===== src/rtl/imem_loader_pkg.sv =====
// Shared definitions for the instruction-RAM loader: FSM state encoding and
// word-geometry helpers.
package imem_loader_pkg;

   // Loader FSM states; encodings are fixed so debug taps can decode them.
   typedef enum logic [1:0] {
      StIdle     = 2'd0,
      StAssemble = 2'd1,
      StWrite    = 2'd2,
      StFinish   = 2'd3
   } loader_state_e;

   localparam int unsigned DefaultDataWidth = 32;
   localparam int unsigned DefaultAddrWidth = 10;

   // Number of stream bytes that make up one IRAM word.
   function automatic int unsigned bytes_per_word(input int unsigned data_width);
      return data_width / 8;
   endfunction

endpackage


===== src/rtl/imem_byte_packer.sv =====
// Byte-to-word packer: counts accepted bytes and assembles a little-endian word.
// o_word_out already contains the byte being pushed this cycle, so the caller can
// latch the complete word in the same cycle o_word_full is high.
module imem_byte_packer
   import imem_loader_pkg::*;
#(
   parameter int unsigned DATA_WIDTH = DefaultDataWidth
) (
   input  logic                  i_clk,
   input  logic                  i_rst,
   input  logic                  i_clr,
   input  logic                  i_push,
   input  logic [7:0]            i_byte_in,
   output logic [DATA_WIDTH-1:0] o_word_out,
   output logic                  o_word_full
);

   localparam int unsigned BytesPerWord = bytes_per_word(DATA_WIDTH);
   localparam int unsigned IdxWidth     = (BytesPerWord > 1) ? $clog2(BytesPerWord) : 1;

   logic [IdxWidth-1:0]   r_idx;
   logic [DATA_WIDTH-1:0] r_data;
   logic                  w_last;

   assign w_last      = (r_idx == IdxWidth'(BytesPerWord - 1));
   assign o_word_full = i_push && w_last;

   // New bytes enter at the top and shift down, so byte k ends up in [8k+7:8k].
   if (DATA_WIDTH > 8) begin : g_shift
      assign o_word_out = {i_byte_in, r_data[DATA_WIDTH-1:8]};
   end else begin : g_single
      assign o_word_out = i_byte_in;
   end

   // Byte index counter and partial-word register.
   always_ff @(posedge i_clk) begin
      if (i_rst || i_clr) begin
         r_idx  <= '0;
         r_data <= '0;
      end else if (i_push) begin
         if (w_last) begin
            r_idx  <= '0;
            r_data <= '0;
         end else begin
            r_idx  <= r_idx + IdxWidth'(1);
            r_data <= o_word_out;
         end
      end
   end

endmodule


===== src/rtl/imem_loader.sv =====
// Instruction-RAM write agent: packs a byte stream into words, writes them to
// consecutive IRAM addresses from 0, and holds the fetch stage while loading.
module imem_loader
   import imem_loader_pkg::*;
#(
   parameter int unsigned DATA_WIDTH = DefaultDataWidth,
   parameter int unsigned ADDR_WIDTH = DefaultAddrWidth
) (
   input  logic                  i_clk,
   input  logic                  i_rst,
   input  logic                  i_start,
   input  logic [ADDR_WIDTH:0]   i_word_count,
   input  logic [7:0]            i_byte_in,
   input  logic                  i_byte_valid,
   output logic                  o_byte_ready,
   output logic                  o_mem_we,
   output logic [ADDR_WIDTH-1:0] o_mem_addr,
   output logic [DATA_WIDTH-1:0] o_mem_wdata,
   output logic                  o_cpu_hold,
   output logic                  o_busy,
   output logic                  o_done
);

   localparam logic [ADDR_WIDTH:0] MaxWords = {1'b1, {ADDR_WIDTH{1'b0}}};
   localparam logic [ADDR_WIDTH:0] OneWord  = (ADDR_WIDTH + 1)'(1);

   loader_state_e         r_state;
   logic [ADDR_WIDTH:0]   r_n;
   logic [ADDR_WIDTH:0]   r_words;
   logic [ADDR_WIDTH-1:0] r_addr;
   logic                  r_we;
   logic [DATA_WIDTH-1:0] r_wdata;
   logic                  r_busy;
   logic                  r_done;

   logic                  w_accept;
   logic                  w_clr;
   logic [ADDR_WIDTH:0]   w_n;
   logic [DATA_WIDTH-1:0] w_word;
   logic                  w_word_full;

   assign o_byte_ready = (r_state == StAssemble);
   assign w_accept     = i_byte_valid && o_byte_ready;
   assign w_clr        = (r_state == StIdle) && i_start;
   // Loads longer than the RAM stop at the last address instead of wrapping.
   assign w_n          = (i_word_count > MaxWords) ? MaxWords : i_word_count;

   imem_byte_packer #(
      .DATA_WIDTH (DATA_WIDTH)
   ) u_packer (
      .i_clk       (i_clk),
      .i_rst       (i_rst),
      .i_clr       (w_clr),
      .i_push      (w_accept),
      .i_byte_in   (i_byte_in),
      .o_word_out  (w_word),
      .o_word_full (w_word_full)
   );

   // Loader FSM with registered IRAM write port and status outputs.
   always_ff @(posedge i_clk) begin
      if (i_rst) begin
         r_state <= StIdle;
         r_n     <= '0;
         r_words <= '0;
         r_addr  <= '0;
         r_we    <= 1'b0;
         r_wdata <= '0;
         r_busy  <= 1'b0;
         r_done  <= 1'b0;
      end else begin
         r_we <= 1'b0;
         case (r_state)
            StIdle: begin
               if (i_start) begin
                  r_n     <= w_n;
                  r_words <= '0;
                  r_addr  <= '0;
                  r_done  <= 1'b0;
                  if (w_n == '0) begin
                     r_state <= StFinish;
                  end else begin
                     r_state <= StAssemble;
                     r_busy  <= 1'b1;
                  end
               end
            end
            StAssemble: begin
               if (w_word_full) begin
                  r_we    <= 1'b1;
                  r_wdata <= w_word;
                  r_state <= StWrite;
               end
            end
            StWrite: begin
               if (r_words + OneWord == r_n) begin
                  r_state <= StFinish;
               end else begin
                  r_words <= r_words + OneWord;
                  r_addr  <= r_addr + ADDR_WIDTH'(1);
                  r_state <= StAssemble;
               end
            end
            StFinish: begin
               r_busy  <= 1'b0;
               r_done  <= 1'b1;
               r_state <= StIdle;
            end
            default: r_state <= StIdle;
         endcase
      end
   end

   assign o_mem_we    = r_we;
   assign o_mem_addr  = r_addr;
   assign o_mem_wdata = r_wdata;
   assign o_busy      = r_busy;
   assign o_cpu_hold  = r_busy;
   assign o_done      = r_done;

endmodule


===== config.mk =====
export PLATFORM = sky130hd
export DESIGN_NAME = imem_loader
export DESIGN_NICKNAME = d
export VERILOG_FILES = /design/src/rtl/imem_loader_pkg.sv /design/src/rtl/imem_byte_packer.sv /design/src/rtl/imem_loader.sv
export SDC_FILE = /design/constraint.sdc
export NUM_CORES = 1
export LEC_CHECK = 0
export CORE_ASPECT_RATIO = 1.5
export CORE_MARGIN = 2
export CORE_UTILIZATION = 59
export CTS_BUF_LIST = sky130_fd_sc_hd__clkbuf_2 sky130_fd_sc_hd__clkbuf_4 sky130_fd_sc_hd__clkbuf_8
export DETAILED_ROUTE_END_ITERATION = 6
export PLACE_DENSITY_LB_ADDON = 0.05
export SKIP_LAST_GASP = 1
export SYNTH_ARGS = -nofsm -noshare
export SYNTH_HDL_FRONTEND = slang
export SYNTH_SLANG_ARGS = --single-unit

===== constraint.sdc =====
create_clock -name i_clk -period 6.1 [get_ports i_clk]
set_clock_uncertainty 0.15 [all_clocks]
set_input_delay 1.22 -clock i_clk [delete_from_list [all_inputs] [get_ports i_clk]]
set_output_delay 1.22 -clock i_clk [all_outputs]
set_load 0.005 [all_outputs]

# Word-level counts from Yosys, hierarchy flattened
# Index checks and enable logic that the tools add are counted.
[classes]
addsub = 3
n_lt_le_gt_ge = 1
eq_ne = 9
mux = 20
n_bitwise = 1
reduce_logical = 15
[op_table]
columns = ["operator", "count"]
rows = [
  ["2-to-1 mux 11 bit", 3],
  ["2-to-1 mux 32 bit", 1],
  ["case mux 11 bit (2 select lines)", 1],
  ["2-to-1 mux 10 bit", 2],
  ["case mux 10 bit (2 select lines)", 1],
  ["adder 11 x 1 -> 11 bit, second input constant", 1],
  ["== test 11 bit", 1],
  ["> comparator 11 bit, second input constant", 1],
  ["logical NOT 11 bit", 1],
  ["adder 10 x 1 -> 10 bit, second input constant", 1],
  ["2-to-1 mux 2 bit", 5],
  ["case mux 2 bit (4 select lines)", 1],
  ["AND reduction 2 bit", 4],
  ["== test 2 bit, second input constant", 3],
  ["!= test 2 bit, second input constant", 3],
  ["AND reduction 3 bit", 2],
  ["2-to-1 mux 1 bit", 4],
  ["case mux 1 bit (2 select lines)", 2],
  ["nonzero test 2 bit", 2],
  ["logical AND 1 bit", 3],
  ["adder 2 x 1 -> 2 bit, second input constant", 1],
  ["== test 2 x 1 -> 1 bit, second input constant", 1],
  ["logical NOT 2 bit", 1],
  ["!= test 2 x 1 -> 1 bit, second input constant", 1],
  ["3 further kinds", 3],
]
[word_totals]
register_bits = 103
elab_cells = 59

# Depth between registers and ports, before layout
# Gate-level depths: netlist (run 1).
[depth]
depth_word = 6
depth_mapped = 10
mapped_depth_nobuf = 8

# Cells and area by module
# Synthesis (run 1) repeated with hierarchy kept, for this count alone.
[unflattened]
hier_cells = 586
area_unflattened_um2 = 4760.8
[modules_own_cells]
columns = ["mod", "n_inst", "cells_per_inst", "area_each_um2"]
rows = [
  ["imem_loader", 1, 460, 3522.1],
  ["imem_byte_packer", 1, 126, 1238.7],
]

# Worst setup path after synthesis (run 1)
# OpenSTA, ideal clock, no wires.
[synth_path]
path_type = "in2reg"
start = "input port i_start"
end = "register r_n[0]"
setup_ns = 0.062
arrival_ns = 2.571
required_time_ns = 5.888
setup_slack_ns = 3.317
path_stages = 4
path_buffers = 1
path_cell_list = "or3b_2 > clkbuf_1 > a211oi_1 > a22o_1"
[synth_between]
elab_chain_cells = 1
[synth_rtl]
columns = ["element", "line_no", "source"]
rows = [
  ["start: declaration", "imem_loader.sv:11", "input logic i_start,"],
  ["AND reduction 2 bit (no source line)", "n/a", ""],
  ["end signal: assignment", "imem_loader.sv:76", "r_n <= w_n;"],
  ["end: declaration", "imem_loader.sv:28", "logic [ADDR_WIDTH:0] r_n;"],
]
# No other way between the ends.
# A chain may end at the register's enable or synchronous reset.

# Worst setup path after layout (run 1)
[layout_path]
start = "input port i_start"
end = "register u_packer.r_data[15]"
[layout_between]
elab_chain_cells = 2
[layout_rtl]
columns = ["element", "line_no", "source"]
rows = [
  ["logical AND 1 bit", "imem_loader.sv:44", "assign w_clr = (r_state == StIdle) && i_start;"],
  ["logical OR 1 bit", "imem_byte_packer.sv:37", "if (i_rst || i_clr) begin"],
  ["end signal: assignment", "imem_byte_packer.sv:46", "r_data <= o_word_out;"],
  ["end: declaration", "imem_byte_packer.sv:22", "logic [DATA_WIDTH-1:0] r_data;"],
]
# No other way between the ends.

==> results of run 1 <==
-- power by group through the flow --
| stage | clock, mW | combinational (mW) | sequential (mW) |
|---|---|---|---|
| CTS | 0.389 | 0.0669 | 0.632 |
| floorplan | 0 | 0.0387 | 0.644 |
| global placement | 0 | 0.0649 | 0.646 |
| finish | 0.381 | 0.0674 | 0.632 |
| global route | 0.408 | 0.0728 | 0.633 |
| detailed placement | 0 | 0.0667 | 0.646 |
-- per-stage QoR --
stage | power [mW] | instance area [um2]
final | 1.08 | 4910
after global routing | 1.11 | 4910
after CTS | 1.09 | 4910
after detailed placement | 0.713 | 4720
after global placement | 0.711 | 4720
after floorplan | 0.683 | 4090
-- layout make-up --
cell class / instances / area, um2 / share of cell area, %
clock buffer: 10 / 138 / 2.80
clock inverter: 6 / 46.3 / 0.943
tap: 78 / 97.6 / 1.99
multi-input combinational: 368 / 1990 / 40.6
inverter: 8 / 30.0 / 0.612
timing repair buffer: 71 / 701 / 14.3
sequential: 95 / 1900 / 38.7
-- flip-flops by register name, indices dropped and copies added, names as in the netlist --
| name | count |
|---|---|
| u_packer.r_data | 24 |
| o_busy | 1 |
| u_packer.r_idx | 2 |
| r_state | 2 |
| o_mem_wdata | 32 |
| r_n | 11 |
| o_mem_addr | 10 |
| r_words | 11 |
| o_done | 1 |
| o_mem_we | 1 |
-- kinds of logic (layout without fill, tap and decap cells) --
| group | after synthesis | after routing | share of synthesized area (%) |
|---|---|---|---|
| xor gates and xnor gates | 17 | 17 | 3.64 |
| and+or+nand+nor | 230 | 230 | 26.3 |
| adders and majority gates | 3 | 3 | 0.917 |
| AOI/OAI and AO/OA | 117 | 117 | 17.7 |
| DFF | 95 | 95 | 46.5 |
| muxes | 1 | 1 | 0.245 |
| buffers and inverters | 46 | 95 | 4.80 |
-- worst max path at each step --
stage          slack [ns]     from  cells past startpoint                                to
6_report             2.59  i_start                      5  u_packer.r_data[15]$_SDFFE_PP0P_
2_1_floorplan        3.32  i_start                      4               r_n[0]$_SDFFE_PP0P_
5_1_grt              2.43  i_start                      5  u_packer.r_data[27]$_SDFFE_PP0P_
4_1_cts              2.66  i_start                      5  u_packer.r_data[15]$_SDFFE_PP0P_
3_5_place_dp         2.28  i_start                      5  u_packer.r_data[15]$_SDFFE_PP0P_
3_3_place_gp         2.45  i_start                      5    u_packer.r_idx[0]$_SDFFE_PP0P_
-- per-layer routing --
layer	track usage, %	part of all wire (%)	vias to the layer above
li1	-	-	1828
met1	30.4	39	1761
met2	50.1	54	98
met3	5.69	4.1	25
met4	13.3	2.9	0
met5	0	0	-
-- cell usage in the layout (no fill, tap or decap), types with 9 or more instances in the layout --
cell type / instances
clkdlybuf4s50_1: 68
a21oi_1: 74
nand3_1: 23
nor2_1: 15
nor3_1: 9
xnor2_1: 12
clkbuf_8: 10
dfxtp_1: 95
nand2_1: 138
-- worst max-delay path: cells and delay by family --
| kind | cells | cell delay [ns] |
|---|---|---|
| buf+inv | 1 | 0.52 |
| compound gates | 1 | 0.12 |
| simple gates | 3 | 1.71 |
==> impl.org, run 1 <==
** Worst setup path
- The critical path is of the in -> reg type.
- Cell chain of the critical path :: clkdlybuf4s50_1, nor3b_1, nor2_1, nand2_1, a21oi_1
- Largest stage delay on the critical path :: 0.69 ns
- STA classifies the critical path startpoint as a primary input.
- The endpoint identified for the worst register-to-register timing path is o_mem_addr[5]$_SDFFE_PP0P_.
- Among all stages on the critical path, the largest delay is contributed by nand2_1.
- The startpoint identified for the worst register-to-register timing path is r_words[0]$_SDFFE_PP0P_.
- Register-to-Register Path Depth :: 8
- Worst reg-to-reg setup slack :: between 2 and 3 ns
- At the worst endpoint, the arrival time is 3.58 ns.
- Data required time of the worst path :: 6.17 ns
- STA classifies the critical path endpoint as a register.
- Largest driver fanout on the critical path :: 24

** Placed design
- Global placement routability congestion :: 0.902
- Before CTS, the worst setup slack after placement is approximately 2.3 ns.
- The number of placed instances, taps included, is 620.
- Input/output buffers :: between 60 and 70
- The HPWL after detailed placement is 7080 um.

** Pwr
- Leakage power summed over all cells :: 1.62 nW
- Power share of the clock group :: 35.3%
- Sequential share of power :: 58.5%
- Net switching is about a quarter of the power.
- The worst-case IR drop observed on VDD is 221 uV.
- Switching power of the nets :: 0.267 mW
- Cell-internal power :: 0.814 mW
- Power per cell area :: 220 mW/mm2
- Combinational logic is responsible for 6.2% of the overall power.

** Finish
- Fill cell count :: approximately 560
- Core utilization of the finished layout :: between 70% and 80%
- Antenna diodes :: 0
- At the end of the flow, the number of nets in the layout was 579.
- Final Non-Filler Cells :: 636
- The area growth from synthesis to layout is 19.9%.
- Layout cells sized above 1 :: 5.38%

** Timing
- Final setup violation count :: 0
- Period Utilization, post-route :: 57.5%
- Post-route setup TNS :: 0 ns
- Final hold vios :: 0
- Across all hold checks on the routed design, the worst slack comes to 0.309 ns.
- Max-slew violation count :: 0
- Worst-case headroom to the max-slew limit :: 25.9%
- Worst slew pin tran :: about 1.1 ns
- Peak Freq :: 0.285 GHz
- Final critical-path setup slack :: 2.59 ns
- Setup repair after global routing missed its margin :: no
- The worst path in the final design needs a cycle of about 3.5 ns, including I/O delays and setup.

** Yosys
- Synthesized netlist cell count :: 509
- After synthesis, the most frequently instantiated cells are nand2_1 (138), dfxtp_1 (95), a21oi_1 (74), clkbuf_1 (27), nand3_1 (23).
- Of the synthesized area, sequential elements account for 46.5%.
- Fraction of registers with async set/reset :: 0%
- Counting every net in the synthesized netlist gives about 540.
- A synthesized cell averages 8.04 um2.
- Cell Area, Synth :: 0.00409 mm2
- Count of unique library cells instantiated by Yosys :: 54
- Most used flip-flop cell after synthesis :: dfxtp_1
- Area share of the leading cell type in the synthesized netlist :: 46.5%
- Of all cell types, the one taking the most synthesized area is dfxtp_1.
- Yosys warning total :: 0
- Counting flops with a built-in enable in the synthesized netlist gives 0.
- Number of flip-flops and latches in the synthesized netlist :: 95
- Among all cell types in the netlist, the one instantiated most often is nand2_1.
- By area the synthesized netlist is led by dfxtp_1 (46%), nand2_1 (13%), a21oi_1 (9.0%).

** Global route
- Entering global routing, the biggest net connects 64 pins.
- Overall fraction of global-route tracks in use :: 27.8%
- Wire length of the first global-routing pass :: around 17000 um
- Antenna violations before repair :: 0
- Total grt overflow :: 0
- Vias in the first global route :: between 3000 and 4000

** Die
- In this run the count of I/O pins placed on the die edge is 70.
- The die covers about 0.0076 mm2.
- For this configuration, the core starts out at a cell density of 60.1%.
- The die is 72.0 um wide.
- Area of the placeable core :: 0.00681 mm2
- Die outline height :: 106 um
- The floorplan has 37 rows.

** Route
- Final ANT Viol Nets :: 0
- Final routed DRC violation total :: 0
- The first detailed-routing pass ran for 4 iterations.
- The detailed router placed about 3700 vias in this run.
- For this block, the initial DRC count from the detailed router was 175.
- Using the TritonRoute via totals, the vias-per-cell ratio works out to 5.84.
- After detailed routing, the average wire length per cell comes to 16.0 um.
- Total Wirelength :: approximately 10000 um

** Worst hold path
- Worst Hold Launch :: o_mem_wdata[1]$_SDFFE_PP0P_
- Hold-critical path depth :: 2
- HP Class :: reg -> reg
- Worst Hold End :: o_mem_wdata[1]$_SDFFE_PP0P_

** Clock tree
- After clock tree synthesis, the clock-pin slew on the worst setup and hold paths is 0.09 ns.
- Buffers added to address setup during post-CTS repair amount to 0.
- The cell sitting at the root of the clock tree is a clkbuf_8.
- Clock latency on the worst-skew pair :: 0.38 ns
- TritonCTS built the clock tree.
- Buffers from clock root to sink, at most :: 2
- Total clock buffers created by CTS :: 9
- The H-tree generated during clock tree synthesis spans 3 levels.
- Quantity of hold-fixing buffers added after cts :: 0
- For this design, the sink count on the clock tree is 95.
- Post-cts gate resize count :: 0

** Status
- Run status :: completed

** Flow run
- Max-cap violations in this run came to 0.
No activity file was read; power rests on OpenSTA's default activity.
==> run 2: changes to the inputs <==
- CORE_UTILIZATION: 59 -> 49
- clock period: 6.1 -> 2.83 ns (I/O delays scaled with it)
==> impl.org, run 2 (synthesized netlist as in run 1, its figures left out) <==
** Worst setup path
- The worst register-to-register path ends at o_mem_addr[8]$_SDFFE_PP0P_.
- The worst register-to-register path has a depth of 9.
- The slowest stage of the critical path is the a2111oi_0 cell.
- Along the worst path, the maximum fanout reaches 6.
- Data on the critical path is required at its endpoint by 2.95 ns.
- Largest stage delay on the critical path :: 0.51 ns
- The critical path starts at r_words[4]$_SDFFE_PP0P_.
- Kind of end point of the critical path :: register
- Cell mode on critical path :: buf_4
- Startpoint of the most critical register-to-register path :: r_words[4]$_SDFFE_PP0P_
- In this run the register-to-register setup slack is approximately 0.25 ns.
- STA classifies the critical path startpoint as a register.
- At the worst endpoint, the arrival time is about 2.7 ns.
- The critical path in this run is classified as reg -> reg.
- Instance count on the critical path :: 9
- The critical path contains buffers and inverters numbering 2 combined.
- Kind of cell with the highest combined delay on the critical path :: compound AO/OA/AOI/OAI gates
- Worst setup path end :: o_mem_addr[8]$_SDFFE_PP0P_
- The critical path goes through buf_4, and4_1, and2_1, o311ai_0, o2111a_1, a2111oi_0, buf_4, xnor2_1, nor2_1.

** Placed design
- HPWL after DPL :: around 7700 um
- Input/output buffers :: 69
- Placed Cells incl. Taps :: 678
- Setup Slack @ Placement :: about 0.19 ns
- Placement-stage cell area :: 0.00500 mm2
- The congestion estimate from routability-driven global placement came to 0.876.

** Timing
- Measured against its own limit, the worst slew margin works out to between 40% and 50%.
- The number of pins exceeding their max-slew limit in the final report is 0.
- Timing would allow up to 0.387 GHz.
- Final hold vios :: 0
- Final setup violation count :: 0
- Setup slack on the critical path of the routed design comes to around 0.25 ns.
- For the pin with the worst max-slew slack, the measured transition is around 0.83 ns.
- Post-route setup TNS :: 0 ns
- The worst path needs approximately 2.6 ns of the cycle, external delays included.
- Period Utilization, post-route :: 91.3%
- Final hold analysis gives a worst-case slack of 0.309 ns.
- Setup repair after global routing left no endpoint under its margin.

** Route
- Routed via count divided by cell count :: 5.46
- After detailed routing, the average wire length per cell comes to 15.2 um.
- First-pass detailed-route iteration total :: 4
- Drt initial violations :: ~150
- Vias post-DR :: 3786
- Final ANT Viol Nets :: 0
- In the routed design, unresolved DRC markers number 0.
- Total Wirelength :: 10500 um

** Global route
- Wire length of the first global-routing pass :: 17400 um
- The number of global-route vias before repair was 3711.
- Antenna violations before repair :: 0
- Total grt overflow :: 0
- Global-route met3 utilization :: 5.22%
- For this run, the total global-route usage over all layers was measured as 24.4%.
- Most used routing layer :: met2
- Largest net degree at the start of global routing :: 33
- Met1 Use GR :: 26.2%
- GR Util met2 :: a little under half

** Die
- Horizontal extent of the die :: around 79 um
- The die covers slightly above 0.009 mm2.
- From bottom edge to top edge, the die measures 116 um.
- Initial cell density of the core :: 50.8%
- Area of the placeable core :: between 0.008 and 0.009 mm2
- Pin placement for this block handled 70 I/O pins.
- Number of placement rows :: 40

** Clock tree
- CTS H-tree depth :: 3
- Quantity of hold-fixing buffers added after cts :: 0
- TritonCTS built the clock tree.
- For this design, the sink count on the clock tree is 95.
- Reg clk slew, reported paths :: roughly 0.10 ns
- Buffers from clock root to sink, at most :: 2
- Post-cts gate resize count :: 0
- Clock latency on the worst-skew pair, taken at its later pin, is 0.37 ns.
- The tree is rooted in a clkbuf_8.
- The number of setup buffers added after CTS is 0.
- Clock tree synthesis inserted a total of 9 buffers.

** Status
- Run status :: completed

** Finish
- The repair_antennas step left the layout with diodes totalling 0.
- Core utilization of the finished layout :: 64.8%
- In the layout the commonest cells are nand2_1 (138), dfxtp_1 (95), a21oi_1 (74), clkdlybuf4s50_1 (68), buf_4 (32).
- In the final design database the tool counted 610 nets.
- Final Non-Filler Cells :: 694
- Of the cells placed in the final design, the portion with a size suffix greater than 1 is between 10% and 20%.
- Area delta synth->final :: 27.5%
- Final instance area :: between 0.005 and 0.006 mm2
- Max FFs per register :: 32
- The library cell used most frequently in the layout, excluding fill and tap cells, is nand2_1.
- Fill cell count :: 730

** Pwr
- Leakage power summed over all cells :: roughly 1.8 nW
- Per report_power, the combinational group accounts for under 10% of the total.
- VDD sags by at most between 400 and 500 uV.
- Cell-internal power :: 1.88 mW
- Per report_power, the clock group accounts for approximately two fifths of the total.
- Dividing total power by cell area gives a power density of 472 mW/mm2.
- Total power after layout :: 2.46 mW
- Switching power share of the total :: 23.7%
- Sequential share of power :: a little under three fifths
- Summed over all nets, the switching power comes to 0.584 mW.

** Flow run
- Across the run, the number of max-cap violations was 0.

** Worst hold path
- HP Class :: reg -> reg
## run 2: cell types whose count changed in the layout (fill, tap and decap cells not counted), sizes merged
cell,delta
clkbuf,+1
buf,+31
clkinvlp,-1
bufinv,+1
inv,+1
clkinv,-2
## run 2: layer usage
metal / vias to the layer above / routed length, um / part of all wire (%)
met5: - / 0 / 0
met4: 0 / 278 / 2.6
met3: 18 / 325 / 3.1
met2: 66 / 5790 / 55
met1: 1805 / 4140 / 39
li1: 1897 / - / -
## run 2: power groups by stage
stage,Clock [mW],Sequential (mW),Combinational (mW)
floorplan,0,1.39,0.0834
global placement,0,1.39,0.155
detailed placement,0,1.39,0.156
CTS,0.962,1.36,0.157
global route,1.02,1.36,0.171
finish,0.947,1.36,0.156
## run 2: final cells by class
cell class / instances / area, um2 / area share [%]
Multi-Input combinational cell: 368 / 1990 / 38.2
Timing Repair Buffer: 102 / 946 / 18.1
Inverter: 8 / 30.0 / 0.575
Clock buffer: 11 / 151 / 2.90
Clock inverter: 5 / 63.8 / 1.22
Sequential cell: 95 / 1900 / 36.4
Tap cell: 105 / 131 / 2.52
## run 2: worst min path at each step
stage / startpoint / end / slack (ns) / cells past startpoint
3_5_place_dp: u_packer.r_data[8]$_SDFFE_PP0P_ / o_mem_wdata[0]$_SDFFE_PP0P_ / 0.30 / 2
5_1_grt: o_mem_wdata[10]$_SDFFE_PP0P_ / o_mem_wdata[10]$_SDFFE_PP0P_ / 0.33 / 2
4_1_cts: o_mem_wdata[27]$_SDFFE_PP0P_ / o_mem_wdata[27]$_SDFFE_PP0P_ / 0.31 / 2
2_1_floorplan: u_packer.r_data[8]$_SDFFE_PP0P_ / o_mem_wdata[0]$_SDFFE_PP0P_ / 0.28 / 2
6_report: o_mem_wdata[27]$_SDFFE_PP0P_ / o_mem_wdata[27]$_SDFFE_PP0P_ / 0.31 / 2
3_3_place_gp: u_packer.r_data[13]$_SDFFE_PP0P_ / u_packer.r_data[13]$_SDFFE_PP0P_ / 0.29 / 2
## run 2: tightest hold or removal path: cells and delay by family, from the launching register on
| kind | cells | cell delay, ns |
|---|---|---|
| flip-flops | 1 | 0.32 |
| AO/OA/AOI/OAI | 1 | 0.05 |
| AND/OR/NAND/NOR | 1 | 0.05 |
==> run 3: changes to the inputs <==
- CORE_UTILIZATION: 49 -> 55
- MAX_ROUTING_LAYER: unset -> met4
- SKIP_LAST_GASP: 1 -> unset
- clock period: 2.83 -> 2.8 ns (I/O delays scaled with it)
==> impl.org, run 3 (synthesized netlist as in run 1, its figures left out) <==
** Status
- Run status :: completed

** Timing
- Peak Freq :: 0.389 GHz
- Setup repair after global routing missed its margin :: no
- Worst-case headroom to the max-slew limit :: 43.9%
- Final hold slack :: 0.306 ns
- Post-route setup TNS :: 0 ns
- Final setup violation count :: 0
- The number of pins exceeding their max-slew limit in the final report came to 0.
- The worst path needs 2.57 ns of the cycle, external delays included.
- Final hold vios :: 0
- Period Utilization, post-route :: 91.9%
- Worst slew pin tran :: 0.840 ns
- After layout, the worst setup slack is 0.228 ns.

** Global route
- Across every metal layer, demand over resource in global routing totals between 20% and 30%.
- Vias in the first global route :: around 3700
- Antenna violations before repair :: 0
- Total grt overflow :: 0
- The first global-routing pass estimated about 18000 um of wire.
- Entering global routing, the biggest net connects 34 pins.

** Clock tree
- The clock tree synthesis step divided the H-tree into 3 levels.
- Buffers inserted during clock tree synthesis total 9.
- Clock-pin slew was measured on the worst setup and hold paths at 0.09 ns.
- For this design, the CTS-stage hold fixing added 0 buffers.
- The later pin in the worst-skew pair is clocked with a latency of about 0.37 ns.
- TritonCTS built the clock tree.
- Buffers from clock root to sink, at most :: 2
- CTS saw 95 sinks.
- Cell at the root of the clock tree :: clkbuf_8

** Placed design
- Input/output buffers :: 69
- Global placement routability congestion :: 0.955
- HPWL after DPL :: around 8000 um
- OpenSTA, run right after detailed placement, puts the worst setup slack at approximately 0.20 ns.

** Route
- The detail route stage leaves a number of antenna-violating nets equal to 0.
- Final routed DRC violation total :: 0
- Vias post-DR :: 3915
- In the final routed layout, each cell accounts on average for 15.9 um.
- Total Wirelength :: 10900 um
- After detailed routing, the number of vias per cell comes to 5.71.
- The detailed router finished its first iteration with ~210 violations.
- The first detailed-routing pass took 5 iterations.

** Worst setup path
- The endpoint identified for the worst register-to-register timing path is o_mem_addr[8]$_SDFFE_PP0P_.
- Kind of end point of the critical path :: register
- In this run the worst path has a maximum fanout of 9.
- Critical path startpoint category :: register
- For the worst setup path, the data required time is 2.92 ns.
- Crit path kind :: reg -> reg
- Register-to-Register Path Depth :: 8
- Setup slack on the worst reg-to-reg path comes out at 0.23 ns.
- The most critical setup path has its startpoint at r_words[6]$_SDFFE_PP0P_.
- The worst register-to-register path begins at r_words[6]$_SDFFE_PP0P_.
- At the worst endpoint, the arrival time is 2.69 ns.

** Worst hold path
- For hold timing, the worst endpoint is o_mem_wdata[3]$_SDFFE_PP0P_.
- Worst Hold Launch :: u_packer.r_data[11]$_SDFFE_PP0P_
- The worst hold path belongs to the class reg -> reg.
- Counting instances, the worst hold path has a depth of 2.

** Pwr
- The analysis attributes to cell leakage a power of 1.81 nW.
- Total power after layout :: 2.68 mW
- Max rail drop VDD :: 451 uV
- For this design the ratio of total power to cell area is about 500 mW/mm2.

** Die
- Die outline height :: 110 um
- Die Outline Area :: 0.00816 mm2
- Area of the placeable core :: between 0.007 and 0.008 mm2
- From left edge to right edge, the die measures 74.4 um.
- Number of placement rows :: 38
- The initial utilization of the core area, before any placement, comes to between 50% and 60%.
- I/O pin cnt :: 70

** Finish
- The repair_antennas step left the layout with diodes totalling 0.
- Leaving out fill and tap cells, the most frequent cell in the layout is nand2_1.
- Layout cells sized above 1 :: 9.90%
- Top library cells by usage in the layout, fill and taps aside :: nand2_1 (138), dfxtp_1 (95), a21oi_1 (74), clkdlybuf4s50_1 (68), buf_4 (29)
- Max FFs per register :: 32
- In the final design database the tool counted 607 nets.
- Compared with the post-synthesis result, the final layout area differs by 28.0%.

** Flow run
- Across the run, the number of max-cap violations was 0.
[run 3: cell count changes in the layout (fill, tap and decap cells not counted), sizes merged]
cell,delta
buf,-3
bufinv,+2
clkinv,-2
clkbuf,+1
clkinvlp,-1
[run 3: layout make-up]
cell class	count	area (um2)
sequential	95	1900
fill	581	1990
multi-input combinational	368	2000
clock inverter	4	98.8
tap	100	125
clock buffer	12	165
timing repair buffer	99	923
inverter	8	30.0
[run 3: power breakdown]
part           internal [mW]  switching (mW)
sequential              1.36          0.0139
clock                  0.670           0.473
combinational         0.0718          0.0913
total                   2.10           0.579
[run 3: how the worst max path moves through the flow]
stage / end / cells past startpoint / slack, ns
5_1_grt: o_mem_addr[8]$_SDFFE_PP0P_ / 8 / 0.06
3_5_place_dp: r_state[1]$_SDFFE_PP0P_ / 7 / 0.20
3_3_place_gp: r_state[1]$_SDFFE_PP0P_ / 7 / 0.22
2_1_floorplan: r_words[2]$_SDFFE_PP0P_ / 10 / 0.24
4_1_cts: o_mem_addr[4]$_SDFFE_PP0P_ / 8 / 0.18
6_report: o_mem_addr[8]$_SDFFE_PP0P_ / 8 / 0.23
[run 3: repair_timing]
action	in CTS	in global routing
endpoints found under the setup margin	0	1
gates resized for setup	0	1
setup buffers	0	0
[run 3: worst max-delay path, stage by stage, from the launching register on]
cell and delay [ns]:
dfxtp_1 0.52, nand2_1 0.11, or3_4 0.41, o31ai_2 0.26, nor4_4 0.09, buf_4 0.15
a2111oi_0 0.56, xnor2_1 0.18, nor2_1 0.05
[run 3: through the flow]
step,utilization (%),cells,area [um2]
5_1_grt,72.5,686,5240
4_1_cts,72.5,686,5240
3_5_place_dp,68.8,670,4970
3_3_place_gp,68.8,670,4970
2_1_floorplan,-,509,4090
6_report,72.5,686,5240
[run 3: metal layers]
| layer | vias up | GRT usage (%) | wire length [um] |
|---|---|---|---|
| li1 | 1893 | - | - |
| met3 | 37 | 5.22 | 482 |
| met1 | 1860 | 30.1 | 4040 |
| met2 | 125 | 52.1 | 5940 |
| met4 | 0 | 14.4 | 456 |
| met5 | - | - | 0 |
